==> src/rtl/alu_arb_pkg.sv <==
// Shared types and constants for the ALU request arbiter.
// Opcode encodings, FSM state enum and a carry-qualifier helper.
package alu_arb_pkg;

    localparam logic [1:0] OP_ADD = 2'b00;
    localparam logic [1:0] OP_SUB = 2'b01;
    localparam logic [1:0] OP_AND = 2'b10;
    localparam logic [1:0] OP_OR  = 2'b11;

    typedef enum logic [1:0] {
        S_IDLE    = 2'd0,
        S_ISSUE   = 2'd1,
        S_CAPTURE = 2'd2,
        S_RESP    = 2'd3
    } arb_state_t;

    // Only arithmetic ops produce a meaningful carry/borrow.
    function automatic logic op_has_carry(input logic [1:0] op);
        logic r;
        unique case (op)
            OP_ADD, OP_SUB: r = 1'b1;
            OP_AND, OP_OR:  r = 1'b0;
            default:        r = 1'b0;
        endcase
        return r;
    endfunction

endpackage

==> src/rtl/rr_picker.sv <==
// Combinational round-robin first-valid search starting at ptr_i.
// Ports: valid_i (request vector), ptr_i (start index), grant_o (one-hot), idx_o.
module rr_picker
    import alu_arb_pkg::*;
#(
    parameter int N  = 4,
    parameter int IW = $clog2(N)
) (
    input  logic [N-1:0]  valid_i,
    input  logic [IW-1:0] ptr_i,
    output logic [N-1:0]  grant_o,
    output logic [IW-1:0] idx_o
);

    always_comb begin
        logic          found;
        logic [IW-1:0] j;
        grant_o = '0;
        idx_o   = '0;
        found   = 1'b0;
        j       = '0;
        for (int k = 0; k < N; k++) begin
            j = IW'((int'(ptr_i) + k) % N);
            if (!found && valid_i[j]) begin
                found      = 1'b1;
                grant_o[j] = 1'b1;
                idx_o      = j;
            end
        end
    end

endmodule

==> src/rtl/alu_req_arbiter.sv <==
// Shares one registered serial ALU among N_REQ requesters: round-robin grant,
// operand issue, result capture with corrected flags, tagged valid/ready response.
// Ports: clk, reset (async, active-high); req_valid/req_ready/req_a/req_b/req_op
// per requester (packed); alu_a/alu_b/alu_op to ALU, alu_result/alu_carry back;
// rsp_valid/rsp_ready/rsp_id/rsp_result/rsp_carry/rsp_zero; busy.
// Option: ALU_ARB_PRIO0_EN gives requester 0 absolute priority.
module alu_req_arbiter
    import alu_arb_pkg::*;
#(
    parameter int N_REQ = 4,
    parameter int W     = 4
) (
    input  logic                     clk,
    input  logic                     reset,
    input  logic [N_REQ-1:0]         req_valid,
    output logic [N_REQ-1:0]         req_ready,
    input  logic [N_REQ*W-1:0]       req_a,
    input  logic [N_REQ*W-1:0]       req_b,
    input  logic [N_REQ*2-1:0]       req_op,
    output logic [W-1:0]             alu_a,
    output logic [W-1:0]             alu_b,
    output logic [1:0]               alu_op,
    input  logic [W-1:0]             alu_result,
    input  logic                     alu_carry,
    output logic                     rsp_valid,
    input  logic                     rsp_ready,
    output logic [$clog2(N_REQ)-1:0] rsp_id,
    output logic [W-1:0]             rsp_result,
    output logic                     rsp_carry,
    output logic                     rsp_zero,
    output logic                     busy
);

    localparam int IW = $clog2(N_REQ);

    arb_state_t    state_q, state_d;
    logic [IW-1:0] ptr_q, ptr_d;
    logic [IW-1:0] id_q, id_d;
    logic [W-1:0]  a_q, a_d;
    logic [W-1:0]  b_q, b_d;
    logic [1:0]    op_q, op_d;
    logic [W-1:0]  res_q, res_d;
    logic          carry_q, carry_d;
    logic          zero_q, zero_d;

    logic [N_REQ-1:0] pick_valid;
    logic [N_REQ-1:0] pick_grant;
    logic [IW-1:0]    pick_idx;
    logic [N_REQ-1:0] grant;
    logic [IW-1:0]    grant_idx;
    logic             any_req;
    logic [IW:0]      id_inc;
    logic [IW-1:0]    ptr_next;
    logic             ptr_adv;

    assign any_req = |req_valid;

`ifdef ALU_ARB_PRIO0_EN
    // Requester 0 bypasses the rotation; the pointer only orders 1..N-1.
    assign pick_valid = {req_valid[N_REQ-1:1], 1'b0};
    assign grant      = req_valid[0] ? N_REQ'(1) : pick_grant;
    assign grant_idx  = req_valid[0] ? '0 : pick_idx;
    assign ptr_adv    = (id_q != '0);
`else
    assign pick_valid = req_valid;
    assign grant      = pick_grant;
    assign grant_idx  = pick_idx;
    assign ptr_adv    = 1'b1;
`endif

    rr_picker #(
        .N  (N_REQ),
        .IW (IW)
    ) u_picker (
        .valid_i (pick_valid),
        .ptr_i   (ptr_q),
        .grant_o (pick_grant),
        .idx_o   (pick_idx)
    );

    // (g+1) mod N_REQ without relying on N_REQ being a power of two.
    assign id_inc   = {1'b0, id_q} + {{IW{1'b0}}, 1'b1};
    assign ptr_next = (id_inc >= (IW+1)'(N_REQ)) ? '0 : id_inc[IW-1:0];

    always_ff @(posedge clk or posedge reset) begin
        if (reset) begin
            state_q <= S_IDLE;
            ptr_q   <= '0;
            id_q    <= '0;
            a_q     <= '0;
            b_q     <= '0;
            op_q    <= '0;
            res_q   <= '0;
            carry_q <= 1'b0;
            zero_q  <= 1'b0;
        end else begin
            state_q <= state_d;
            ptr_q   <= ptr_d;
            id_q    <= id_d;
            a_q     <= a_d;
            b_q     <= b_d;
            op_q    <= op_d;
            res_q   <= res_d;
            carry_q <= carry_d;
            zero_q  <= zero_d;
        end
    end

    always_comb begin
        state_d   = state_q;
        ptr_d     = ptr_q;
        id_d      = id_q;
        a_d       = a_q;
        b_d       = b_q;
        op_d      = op_q;
        res_d     = res_q;
        carry_d   = carry_q;
        zero_d    = zero_q;
        req_ready = '0;
        unique case (state_q)
            S_IDLE: begin
                if (any_req) begin
                    req_ready = grant;
                    id_d      = grant_idx;
                    a_d       = req_a[int'(grant_idx)*W +: W];
                    b_d       = req_b[int'(grant_idx)*W +: W];
                    op_d      = req_op[int'(grant_idx)*2 +: 2];
                    state_d   = S_ISSUE;
                end
            end
            S_ISSUE: begin
                state_d = S_CAPTURE;
            end
            S_CAPTURE: begin
                // Zero is derived here; the ALU's own zero flag is stale.
                res_d   = alu_result;
                carry_d = alu_carry & op_has_carry(op_q);
                zero_d  = (alu_result == '0);
                state_d = S_RESP;
            end
            S_RESP: begin
                if (rsp_ready) begin
                    if (ptr_adv) begin
                        ptr_d = ptr_next;
                    end
                    state_d = S_IDLE;
                end
            end
            default: begin
                state_d = S_IDLE;
            end
        endcase
    end

    assign alu_a      = a_q;
    assign alu_b      = b_q;
    assign alu_op     = op_q;
    assign rsp_valid  = (state_q == S_RESP);
    assign rsp_id     = id_q;
    assign rsp_result = res_q;
    assign rsp_carry  = carry_q;
    assign rsp_zero   = zero_q;
    assign busy       = (state_q != S_IDLE);

endmodule

==> config.mk <==
export PLATFORM = sky130hd
export DESIGN_NAME = alu_req_arbiter
export DESIGN_NICKNAME = d
export VERILOG_FILES = /design/src/rtl/alu_arb_pkg.sv /design/src/rtl/rr_picker.sv /design/src/rtl/alu_req_arbiter.sv
export SDC_FILE = /design/constraint.sdc
export NUM_CORES = 1
export LEC_CHECK = 0
export CELL_PAD_IN_SITES_DETAIL_PLACEMENT = 0
export CELL_PAD_IN_SITES_GLOBAL_PLACEMENT = 1
export CORE_ASPECT_RATIO = 0.8
export CORE_MARGIN = 2
export CORE_UTILIZATION = 35
export DETAILED_ROUTE_END_ITERATION = 12
export PLACE_DENSITY_LB_ADDON = 0.2
export SYNTH_ARGS = -nofsm -noshare
export SYNTH_HDL_FRONTEND = slang
export SYNTH_SLANG_ARGS = --single-unit
export TNS_END_PERCENT = 5
==> constraint.sdc <==
create_clock -name clk -period 4.9 [get_ports clk]
set_input_delay 0.98 -clock clk [delete_from_list [all_inputs] [get_ports clk]]
set_output_delay 0.98 -clock clk [all_outputs]
set_load 0.1 [all_outputs]
* Word-level counts from Yosys, hierarchy flattened *
Index checks and enable logic that the tools add are counted.

word-level totals
  register bits = 22
  latch bits = 0
  memory bits (writable) = 0
  ROM bits = 0
  bits of input ports = 52
  output and inout port bits = 24
  word-level logic and storage cells = 92
  memories kept = 0

cells by class
  add/sub/neg operators = 4
  multipliers = 0
  div/mod/pow operators = 0
  magnitude comparators = 9
  equality and inequality tests = 8
  shifts and indexed selects = 3
  mux-type cells = 35
  bitwise gates (word level) = 4
  reductions and logical operators = 20

operator list
  kind                   number
  $shiftx A16 B5 Y4      2
  $mux W4                6
  $mux W2                7
  $lt A2 B3 Y1 const B   4
  $mux W1                12
  $or A4 B4 Y4           3
  $bmux W1 S2            4
  $demux W1 S2           4
  $eq A2 B2 Y1 const B   4
  $ge A2 B1 Y1 const B   4
  $pmux W2 S4            1
  $shiftx A8 B4 Y2       1
  $logic_and A1 B1 Y1    7
  $reduce_and A2 Y1      3
  $add A2 B2 Y2 const B  2
  $eq A2 B1 Y1 const B   2
  $logic_not A2 Y1       2
  $logic_not A4 Y1       1
  $reduce_or A2 Y1       2
  $reduce_or A4 Y1       1
  $add A2 B1 Y3 const B  1
  $ge A3 B3 Y1 const B   1
  $logic_not A1 Y1       3
  $add A2 B1 Y2 const B  1
  5 further kinds        5

* Longest topological paths before layout *
Gate-level depths: netlist of the first run.

  word-level depth = 14
  gate-level depth with buffers = 11
  depth with buffers taken out = 8

* Cells and area by module *
From an unflattened synthesis of the first run, not the netlist that was laid out.

unflattened totals
  cells, all modules = 151
  area, all modules = 1,719.1 um^2

by module, submodules not included
  module           times used  cells an instance  area each (um^2)  seq. area each (um^2)
  alu_req_arbiter  1           86                 1,229.9           550.5
  rr_picker        1           65                 489.2             0.0

* Worst setup path before layout of the first run *
No wires, ideal clock.

  path type = in2out
  start = in req_valid[2]
  end = out req_ready[0]
  arrival time = 3.577 ns
  data required time = 3.920 ns
  path slack = 0.343 ns
  stages on the path = 6
  path buffers = 2
  cells stage by stage = buf_2 -> mux2_4 -> mux2i_4 -> clkbuf_1 -> mux2i_1 -> a21oi_1

between the ends
  longest elaborated chain between the ends = 14
  elaborated cells on any way between the ends = 27
  those cells by class = mux (17); bitwise (3); reduce/logical (7)

RTL lines
  what                           RTL line                source
  start: declaration             alu_req_arbiter.sv:15   input logic [N_REQ-1:0] req_valid,
  $bmux W1 S2                    rr_picker.sv:24         if (!found && valid_i[j]) begin
  $mux W1 (implied by the code)  rr_picker.sv:24
  $mux W1                        rr_picker.sv:24
  $logic_not A1 Y1               rr_picker.sv:24
  $logic_and A1 B1 Y1            rr_picker.sv:24
  $mux W1                        rr_picker.sv:24
  $logic_not A1 Y1               rr_picker.sv:24
  $logic_and A1 B1 Y1            rr_picker.sv:24
  $mux W1                        rr_picker.sv:24
  $logic_not A1 Y1               rr_picker.sv:24
  $logic_and A1 B1 Y1            rr_picker.sv:24
  $mux W4                        rr_picker.sv:24
  $mux W4 (*)                    alu_req_arbiter.sv:122  if (any_req) begin
  $mux W4 (*)                    alu_req_arbiter.sv:120  unique case (state_q)
  end: declaration               alu_req_arbiter.sv:16   output logic [N_REQ-1:0] req_ready,

Mark *: on every way between the ends. The rest lies on a longest branch, timed or not. The select of a mux whose other input is x is not followed.

* Worst setup path in the final report of the first run *
  start = in req_valid[1]
  end = out req_ready[2]

Same word-level chain as after synthesis.

==> impl_results.md, run 1 <==
- Min-Delay Startpoint: alu_a[3]
- Worst reg2reg path depth: 8
- Clock Path Buffers: 2
- Startpoint type of the worst setup path: primary input
- Max-Cap Viols: 0
- Vias in the first global route: 1658
- Critical path arrival: 3.18 ns
- Slew Viols, Final: 0
- RD Place Congestion: 0.754
- H-tree levels: 1
- Die footprint: 0.00616 sq mm
- Netlist Area Pre-Place: 0.00194 sq mm
- Crit Path Category: in -> out
- Boundary Pins: 76
- Multi-input logic area: 0.00127 sq mm
- Synthesized instance count: 196
- Root Driver: clkbuf_8
- Total CTS buffers: 3
- Initial Utilization: 35.9%
- Flops & latches, synth: 22
- Largest family of logic cells by synthesized area: compound AO/OA/AOI/OAI gates
- Critical Path Sink Type: output pin
- Grt ovf: 0
- Synth top cells by count: dfrtp_1, nand2_1, mux2i_1, ha_1
- Hold buffers post-CTS: 0
- Post-synthesis xor/xnor area fraction: 0%
- Initial antenna violation count: 0
- CP required: 3.92 ns
- Clock Latency Late Sink: 0.27 ns
- Chip width: 87.2 um
- Post-DP HPWL: 4000 um
- Least-Margin Pin Slew: 0.998 ns
- GRT Overall Usage: 17.2%
- Number of diodes: 0
- Via Count: 1778
- Setup-failing EPs final: 0
- Die height: 70.6 um
- IO buf count: 75
- Biggest area consumer among synthesized cells: dfrtp_1
- Outcome: complete, no violations
- CP Max Fanout: 11
- Hold depth: 2
- Setup Skew: 0.00456 ns
- Number of synthesized flops with an enable pin: 0
- Core area: 0.00541 sq mm
- CTS tree: done
- Global-route wire length before repair: 8540 um
- Worst hold path class: reg -> reg
- Largest cells by area after synthesis: dfrtp_1, mux2i_1, ha_1
- CTS sink cnt: 22
- Reg-to-Reg End: alu_op[0]
- Syn nets: 260
- WL final: 5300 um
- Fillers: 515
- Minimum clock period: 4.16 ns
- TNS Setup: 0 ns
- Main flop type after synthesis: dfrtp_1
- RSZ-0062 raised after global routing: false
- Vias per inst: 5.44
- Drt first pass iters: 6
- Post-CTS sizing: 0
- Syn Area/Cell: 9.89 sq um
- Syn. warnings: 0
- Adder-cell share of the synthesized area: 7.74%
- Fmax: 240 MHz
- Synth Area in Simple Gates: 12.8%
- Post-CTS Setup Inserts: 0
- Largest net degree at the start of global routing: 23
- RR Startpoint: ptr_q[1]
- Post-DRT Antenna Nets: 0
- Worst rel slew slack: 33.3%
- Post-route DRC: 0
- DR iter-0 viols: 70
- Post-synthesis sequential area ratio: 28.4%
- Fin nets: 327
- Final Hold Vio Count: 0
- Reg2reg setup slack: 1.70 ns
- WL per Instance: 16.2 um
- Post-synthesis mux area share: 18.5%
- Worst-path clk slew: 0.08 ns
- Synth Area in Compound Gates: 26.4%
- Row cnt: 24
- Count of cell types in the netlist: 41
- Fin crit share: 84.9%
- FF/Latch Area: 551 sq um
- Asr flop ratio synth: 100%
- WHS Endpoint: alu_a[3]
- P&R area growth vs syn: 44.9%
- Yosys top cell area share: 28.4%
- Share of cells above drive strength 1: 13.7%
[flip-flops by register name, indices dropped and copies added, names as in the netlist]
name / cells
alu_a: 4
alu_b: 4
rsp_result: 4
alu_op: 2
ptr_q: 2
rsp_id: 2
state_q: 2
rsp_carry: 1
rsp_zero: 1
[through the flow]
step | hold slack, ns | area, sq um | worst slack, ns | std cells | util (%)
6_report | 0.489 | 2810 | 0.741 | 327 | 52.0
5_1_grt | 0.512 | 2810 | 0.504 | 327 | 52.0
4_1_cts | 0.494 | 2810 | 0.721 | 327 | 52.0
3_5_place_dp | 0.475 | 2740 | 0.716 | 323 | 50.7
3_3_place_gp | 0.472 | 2740 | 0.734 | 323 | 50.7
2_1_floorplan | 0.500 | 1940 | 0.343 | 196 | -
[critical path, cell delays in order]
cell and delay, ns:
clkdlybuf4s50_1 0.68, or3b_1 0.38, a211oi_1 0.20, a31oi_1 0.06, o21ai_1 0.32, nand2_1 0.10
a21oi_1 0.25, buf_12 0.21
[cell type report]
class                      instances  share of cell area (%)
clock inverter                     1                    1.07
multi-input combinational        150                    45.1
sequential                        22                    19.6
timing repair buffer              77                    28.7
tap                               65                    2.89
clock buffer                       3                    1.47
inverter                           9                    1.20
[logic make-up after synthesis]
| family | Yosys count |
|---|---|
| simple gates | 49 |
| compound gates | 58 |
| fa+ha+maj | 12 |
| buf+inv | 24 |
| mux | 31 |
| flops | 22 |
[layer usage]
metal / vias up / GRT usage (%) / part of all wire, % / routed length, um
met1: 849 / 25.5 / 49 / 2590
met3: 2 / 3.38 / 4.9 / 258
met4: 0 / 1.54 / 0.25 / 13
met2: 49 / 27.2 / 46 / 2440
met5: - / 0 / 0 / 0
li1: 878 / - / - / -
[how the worst max path moves through the flow]
stage	start	slack, ns	to
2_1_floorplan	req_valid[2]	0.34	req_ready[0]
3_3_place_gp	req_valid[1]	0.73	req_ready[3]
3_5_place_dp	req_valid[1]	0.72	req_ready[2]
4_1_cts	req_valid[1]	0.72	req_ready[2]
5_1_grt	req_valid[1]	0.50	req_ready[0]
6_report	req_valid[1]	0.74	req_ready[2]
[cells in the final DEF, fill, tap and decap left out, types with 3 or more instances in the layout]
master           instances
clkdlybuf4s50_1         71
nand2_1                 22
dfrtp_1                 22
mux2i_1                 19
ha_1                    12
o22ai_1                 11
and2_1                  11
o221ai_1                11
inv_1                    9
o221ai_2                 9
mux2_2                   7
a21oi_1                  6
nor2_1                   4
a22o_1                   4
buf_12                   4
o21ai_0                  3
clkbuf_8                 3
Power of run 1 is left out: the tool's default activity adds up to more than one toggle a clock period on the data nets, which glitch-free logic cannot reach.
==> run 2, diff against run 1 <==
--- a/config.mk
+++ b/config.mk
@@ -9,7 +9,7 @@
 export CELL_PAD_IN_SITES_GLOBAL_PLACEMENT = 1
 export CORE_ASPECT_RATIO = 0.8
 export CORE_MARGIN = 2
-export CORE_UTILIZATION = 35
+export CORE_UTILIZATION = 33
 export DETAILED_ROUTE_END_ITERATION = 12
 export PLACE_DENSITY_LB_ADDON = 0.2
 export SYNTH_ARGS = -nofsm -noshare
==> constraint.sdc (replaced) <==
create_clock -name clk -period 4.3 [get_ports clk]
set_input_delay 0.86 -clock clk [delete_from_list [all_inputs] [get_ports clk]]
set_output_delay 0.86 -clock clk [all_outputs]
set_load 0.1 [all_outputs]
==> impl_results.md, run 2 (synthesis gave the netlist of run 1 again) <==
- Drt first pass iters: 4 (-2)
- RD Place Congestion: 0.737 (-2.3%)
- Post-CTS Setup Inserts: 0 (unchanged)
- Largest net degree at the start of global routing: 23 (unchanged)
- Min-Delay Startpoint: alu_a[3]
- Crit Path Category: in -> out
- Clock Path Buffers: 2 (unchanged)
- Met1 usage in global routing: 23.8% (-1.8 points)
- Critical Path Sink Type: output pin
- Commonest non-fill, non-tap cell in the layout: clkdlybuf4s50_1
- Setup Skew: 0.00437 ns (-0.000186 ns)
- Met2 usage: 26.7% (-0.54 points)
- Fillers: 502 (-2.5%)
- WL per Instance: 16.0 um (-1.4%)
- Setup-failing EPs final: 0 (unchanged)
- Root Driver: clkbuf_8
- Vias per inst: 5.18 (-4.8%)
- Boundary Pins: 76 (unchanged)
- Reg-to-Reg End: alu_a[3]
- Die footprint: 0.00651 sq mm (+5.7%)
- DR iter-0 viols: 117 (+67%)
- Core area: 0.00556 sq mm (+2.8%)
- Post-DP HPWL: 4120 um (+2.8%)
- Critical path arrival: 3.04 ns (-0.14 ns)
- Outcome: complete, no violations
- Initial antenna violation count: 0 (unchanged)
- Number of diodes: 0 (unchanged)
- WHS Endpoint: alu_a[3]
- Die height: 72.6 um (+2.8%)
- Max-Cap Viols: 0 (unchanged)
- Slew Viols, Final: 0 (unchanged)
- CP Max Fanout: 11 (unchanged)
- CTS tree: done
- Clock Latency Late Sink: 0.26 ns (about the same)
- RSZ-0062 raised after global routing: false
- Global-route wire length before repair: 8810 um (+3.1%)
- Minimum clock period: 3.90 ns
- Worst-path clk slew: 0.08 ns (about the same)
- Worst rel slew slack: 32.4% (-0.87 points)
- Initial Utilization: 34.9% (-0.97 points)
- Least-Margin Pin Slew: 1.01 ns (+0.0130 ns)
- H-tree levels: 1 (unchanged)
- Chip width: 89.7 um (+2.8%)
- Reg2reg setup slack: 1.49 ns (-0.21 ns)
- Total CTS buffers: 3 (unchanged)
- Via Count: 1766 (-0.67%)
- TNS Setup: 0 ns (unchanged)
- Grt met3 use: 4.05% (+0.67 points)
- Vias in the first global route: 1747 (+5.4%)
- Post-DRT Antenna Nets: 0 (unchanged)
- Startpoint type of the worst setup path: primary input
- GRT Overall Usage: 16.6% (-0.63 points)
- CP required: 3.44 ns (-0.48 ns)
- RR Startpoint: ptr_q[0]
- Fmax: 257 MHz
- Post-CTS sizing: 0 (unchanged)
- CTS sink cnt: 22 (unchanged)
- Share of cells above drive strength 1: 14.4% (+0.71 points)
- Fin crit share: 90.6%
- Worst hold path class: reg -> reg
- Hold depth: 2 (unchanged)
- WL final: 5450 um (+2.8%)
- Fin util: 51.1% (-0.91 points)
- P&R area growth vs syn: 46.3%
- Final Hold Vio Count: 0 (unchanged)
- Grt ovf: 0 (unchanged)
- Global route hottest layer: met2
- Worst reg2reg path depth: 7 (-1)
- Fin nets: 328 (+0.31%)
- Post-route DRC: 0 (unchanged)
- IO buf count: 75 (unchanged)
- Most frequent cells in the layout: clkdlybuf4s50_1, nand2_1, dfrtp_1
- Row cnt: 24 (unchanged)
- Hold buffers post-CTS: 0 (unchanged)
[run 2: layout make-up]
class	count	area, sq um	share of cell area, %
multi-input combinational	150	1270	44.8
timing repair buffer	78	813	28.7
sequential	22	551	19.4
tap	78	97.6	3.44
clock buffer	3	41.3	1.46
inverter	9	33.8	1.19
clock inverter	1	30.0	1.06
[run 2: stage by stage]
step | area [sq um] | std cells | worst slack [ns] | hold slack [ns]
after floorplan | 1940 | 196 | -0.0764 | 0.500
after global placement | 2770 | 337 | 0.388 | 0.474
after detailed placement | 2770 | 337 | 0.381 | 0.481
after CTS | 2840 | 341 | 0.375 | 0.500
after global routing | 2840 | 341 | 0.246 | 0.518
final | 2840 | 341 | 0.403 | 0.494
[run 2: critical path, stage by stage]
cell and delay, ns:
clkdlybuf4s50_1 0.67, or3b_1 0.39, a211oi_1 0.20, a31oi_1 0.06, o21ai_1 0.31, nand2_1 0.10
a21oi_1 0.23, buf_12 0.21
[run 2: routing by layer]
layer / vias up / wire, um / part of all wire [%]
met1: 838 / 2780 / 51
met3: 4 / 240 / 4.4
li1: 877 / - / -
met5: - / 0 / 0
met4: 0 / 33 / 0.61
met2: 47 / 2400 / 44
[run 2: worst max path at each step]
stage	slack [ns]	cells past startpoint	from	endpoint
6_report	0.40	8	req_valid[1]	req_ready[2]
5_1_grt	0.25	8	req_valid[1]	req_ready[1]
3_5_place_dp	0.38	8	req_valid[1]	req_ready[2]
4_1_cts	0.38	8	req_valid[1]	req_ready[2]
2_1_floorplan	-0.08	9	ptr_q[0]	req_ready[1]
3_3_place_gp	0.39	8	req_valid[1]	req_ready[2]
Power of run 2 is left out for the same reason.
==> run 3, diff against run 2 <==
--- a/config.mk
+++ b/config.mk
@@ -10,8 +10,9 @@
 export CORE_ASPECT_RATIO = 0.8
 export CORE_MARGIN = 2
 export CORE_UTILIZATION = 33
+export CTS_BUF_LIST = sky130_fd_sc_hd__clkbuf_4 sky130_fd_sc_hd__clkbuf_8 sky130_fd_sc_hd__clkbuf_16
 export DETAILED_ROUTE_END_ITERATION = 12
-export PLACE_DENSITY_LB_ADDON = 0.2
+export PLACE_DENSITY_LB_ADDON = 0.1
 export SYNTH_ARGS = -nofsm -noshare
 export SYNTH_HDL_FRONTEND = slang
 export SYNTH_SLANG_ARGS = --single-unit
==> impl_results.md, run 3 (synthesis gave the netlist of run 1 again) <==
- Max-Cap Viols: 0 (unchanged)
- Post-DRT Antenna Nets: 0 (unchanged)
- Commonest non-fill, non-tap cell in the layout: clkdlybuf4s50_1
- DP Worst Slack: 0.444 ns (+0.0632 ns)
- Worst rel slew slack: 33.4% (+0.96 points)
- Fin util: 51.4% (+0.27 points)
- WL final: 5370 um (-1.3%)
- Crit Path Category: in -> out
- Post-CTS sizing: 0 (unchanged)
- RD Place Congestion: 0.850 (+15%)
- Total CTS buffers: 3 (unchanged)
- Post-route DRC: 0 (unchanged)
- WP buf/inv: 2 (unchanged)
- Highest metal used: met4
- Chip width: 89.7 um (unchanged)
- Post-Place Cell Area: 0.00278 sq mm (+0.54%)
- Setup-failing EPs final: 0 (unchanged)
- Stages on worst setup path: 8 (unchanged)
- Post-DP HPWL: 4090 um (-0.50%)
- Vias in the first global route: 1707 (-2.3%)
- Initial antenna violation count: 0 (unchanged)
- GRT Overall Usage: 16.7% (+0.060 points)
- CP Max Fanout: 11 (unchanged)
- Clock Path Buffers: 2 (unchanged)
- Root Driver: clkbuf_8
- Die height: 72.6 um (unchanged)
- CP required: 3.44 ns (about the same)
- Worst-path clk slew: 0.09 ns (about the same)
- Most frequent cells in the layout: clkdlybuf4s50_1, nand2_1, dfrtp_1
- Core area: 0.00556 sq mm (unchanged)
- Initial Utilization: 34.9% (unchanged)
- H-tree levels: 1 (unchanged)
- P&R area growth vs syn: 47.1%
- Global-route wire length before repair: 8950 um (+1.6%)
- Hold buffers post-CTS: 0 (unchanged)
- Critical-path cell list: clkdlybuf4s50_1 > or3b_1 > a211oi_1 > a31oi_1 > o21ai_1 > nand2_1 > a21oi_1 > buf_12
- Reg-to-Reg End: alu_a[3]
- Critical path's top delay family: buffers and inverters
- TNS Setup: 0 ns (unchanged)
- Largest net degree at the start of global routing: 23 (unchanged)
- M1 WL: 2600 um (-6.4%)
- Die footprint: 0.00651 sq mm (unchanged)
- DR iter-0 viols: 81 (-31%)
- Final Hold Vio Count: 0 (unchanged)
- Number of diodes: 0 (unchanged)
- Worst Setup EP: req_ready[3]
- Minimum clock period: 3.84 ns (-0.0529 ns)
- Boundary Pins: 76 (unchanged)
- Worst reg2reg path depth: 8 (+1)
- Outcome: complete, no violations
- Row cnt: 24 (unchanged)
- Post-route cell area: 0.00285 sq mm (+0.53%)
- Slack of the critical path: 0.456 ns (+0.0529 ns)
- Startpoint type of the worst setup path: primary input
- IO buf count: 75 (unchanged)
- Fmax: 260 MHz (+1.4%)
- Setup Skew: 0.00410 ns (-0.000268 ns)
- Share of cells above drive strength 1: 15.1% (+0.65 points)
- Via Count: 1769 (+0.17%)
- RSZ-0062 raised after global routing: false
- Vias per inst: 5.16 (-0.41%)
- Clock Latency Late Sink: 0.27 ns (about the same)
- Grt ovf: 0 (unchanged)
- Worst hold path class: reg -> reg
- Least-Margin Pin Slew: 0.996 ns (-0.0144 ns)
- CTS sink cnt: 22 (unchanged)
- Fin crit share: 89.4% (-1.2 points)
- Critical path arrival: 2.98 ns (-0.06 ns)
- Met2 routed WL: 2430 um (+1.4%)
- WL per Instance: 15.7 um (-1.9%)
- Crit. Startpoint: req_valid[1]
- Fin nets: 330 (+0.61%)
- Critical Path Sink Type: output pin
- Reg2reg setup slack: 1.57 ns (+0.08 ns)
- Met3 WL: 326 um (+36%)
- Drt first pass iters: 4 (unchanged)
- CTS tree: done
- RR Startpoint: ptr_q[1]
- Max stage delay on crit path: 0.66 ns (about the same)
- Slew Viols, Final: 0 (unchanged)
- Post-CTS Setup Inserts: 0 (unchanged)
- Slowest cell on crit path: clkdlybuf4s50_1
run 3: cell types whose count changed in the layout (fill, tap and decap cells not counted):
cell and change:
buf_4 +2
run 3: worst register-to-register path: stages (launching register included):
cell      delay (ns)
dfrtp_1         0.38
inv_1           0.20
ha_1            0.34
inv_1           0.16
mux2i_2         0.45
o21ai_2         0.13
a22oi_4         0.51
mux2i_1         0.32
o221ai_2        0.12
run 3: per-stage QoR:
stage / hold slack, ns / std cells
floorplan: 0.500 / 196
global placement: 0.472 / 339
detailed placement: 0.478 / 339
CTS: 0.501 / 343
global route: 0.516 / 343
finish: 0.494 / 343
run 3: cell type report:
type                    count  area [sq um]
inverters                   9          33.8
repair buffers             80           828
multi-input cells         150          1270
fillers                   537          2700
clock buffers               3          41.3
well taps                  78          97.6
flip-flops and latches     22           551
clock inverters             1          30.0
run 3: worst min path at each step:
stage | to | startpoint | cells past startpoint
global route | alu_a[2] | alu_a[2] | 2
detailed placement | alu_a[2] | alu_a[2] | 2
global placement | alu_a[1] | alu_a[1] | 2
floorplan | state_q[0] | state_q[0] | 1
finish | alu_a[2] | alu_a[2] | 2
CTS | alu_a[2] | alu_a[2] | 2
run 3: metal layers:
metal / GRT usage [%] / vias up
li1: - / 884
met3: 4.98 / 2
met1: 23.4 / 837
met5: 0 / -
met4: 2.05 / 0
met2: 26.3 / 46
Power of run 3 is left out for the same reason.
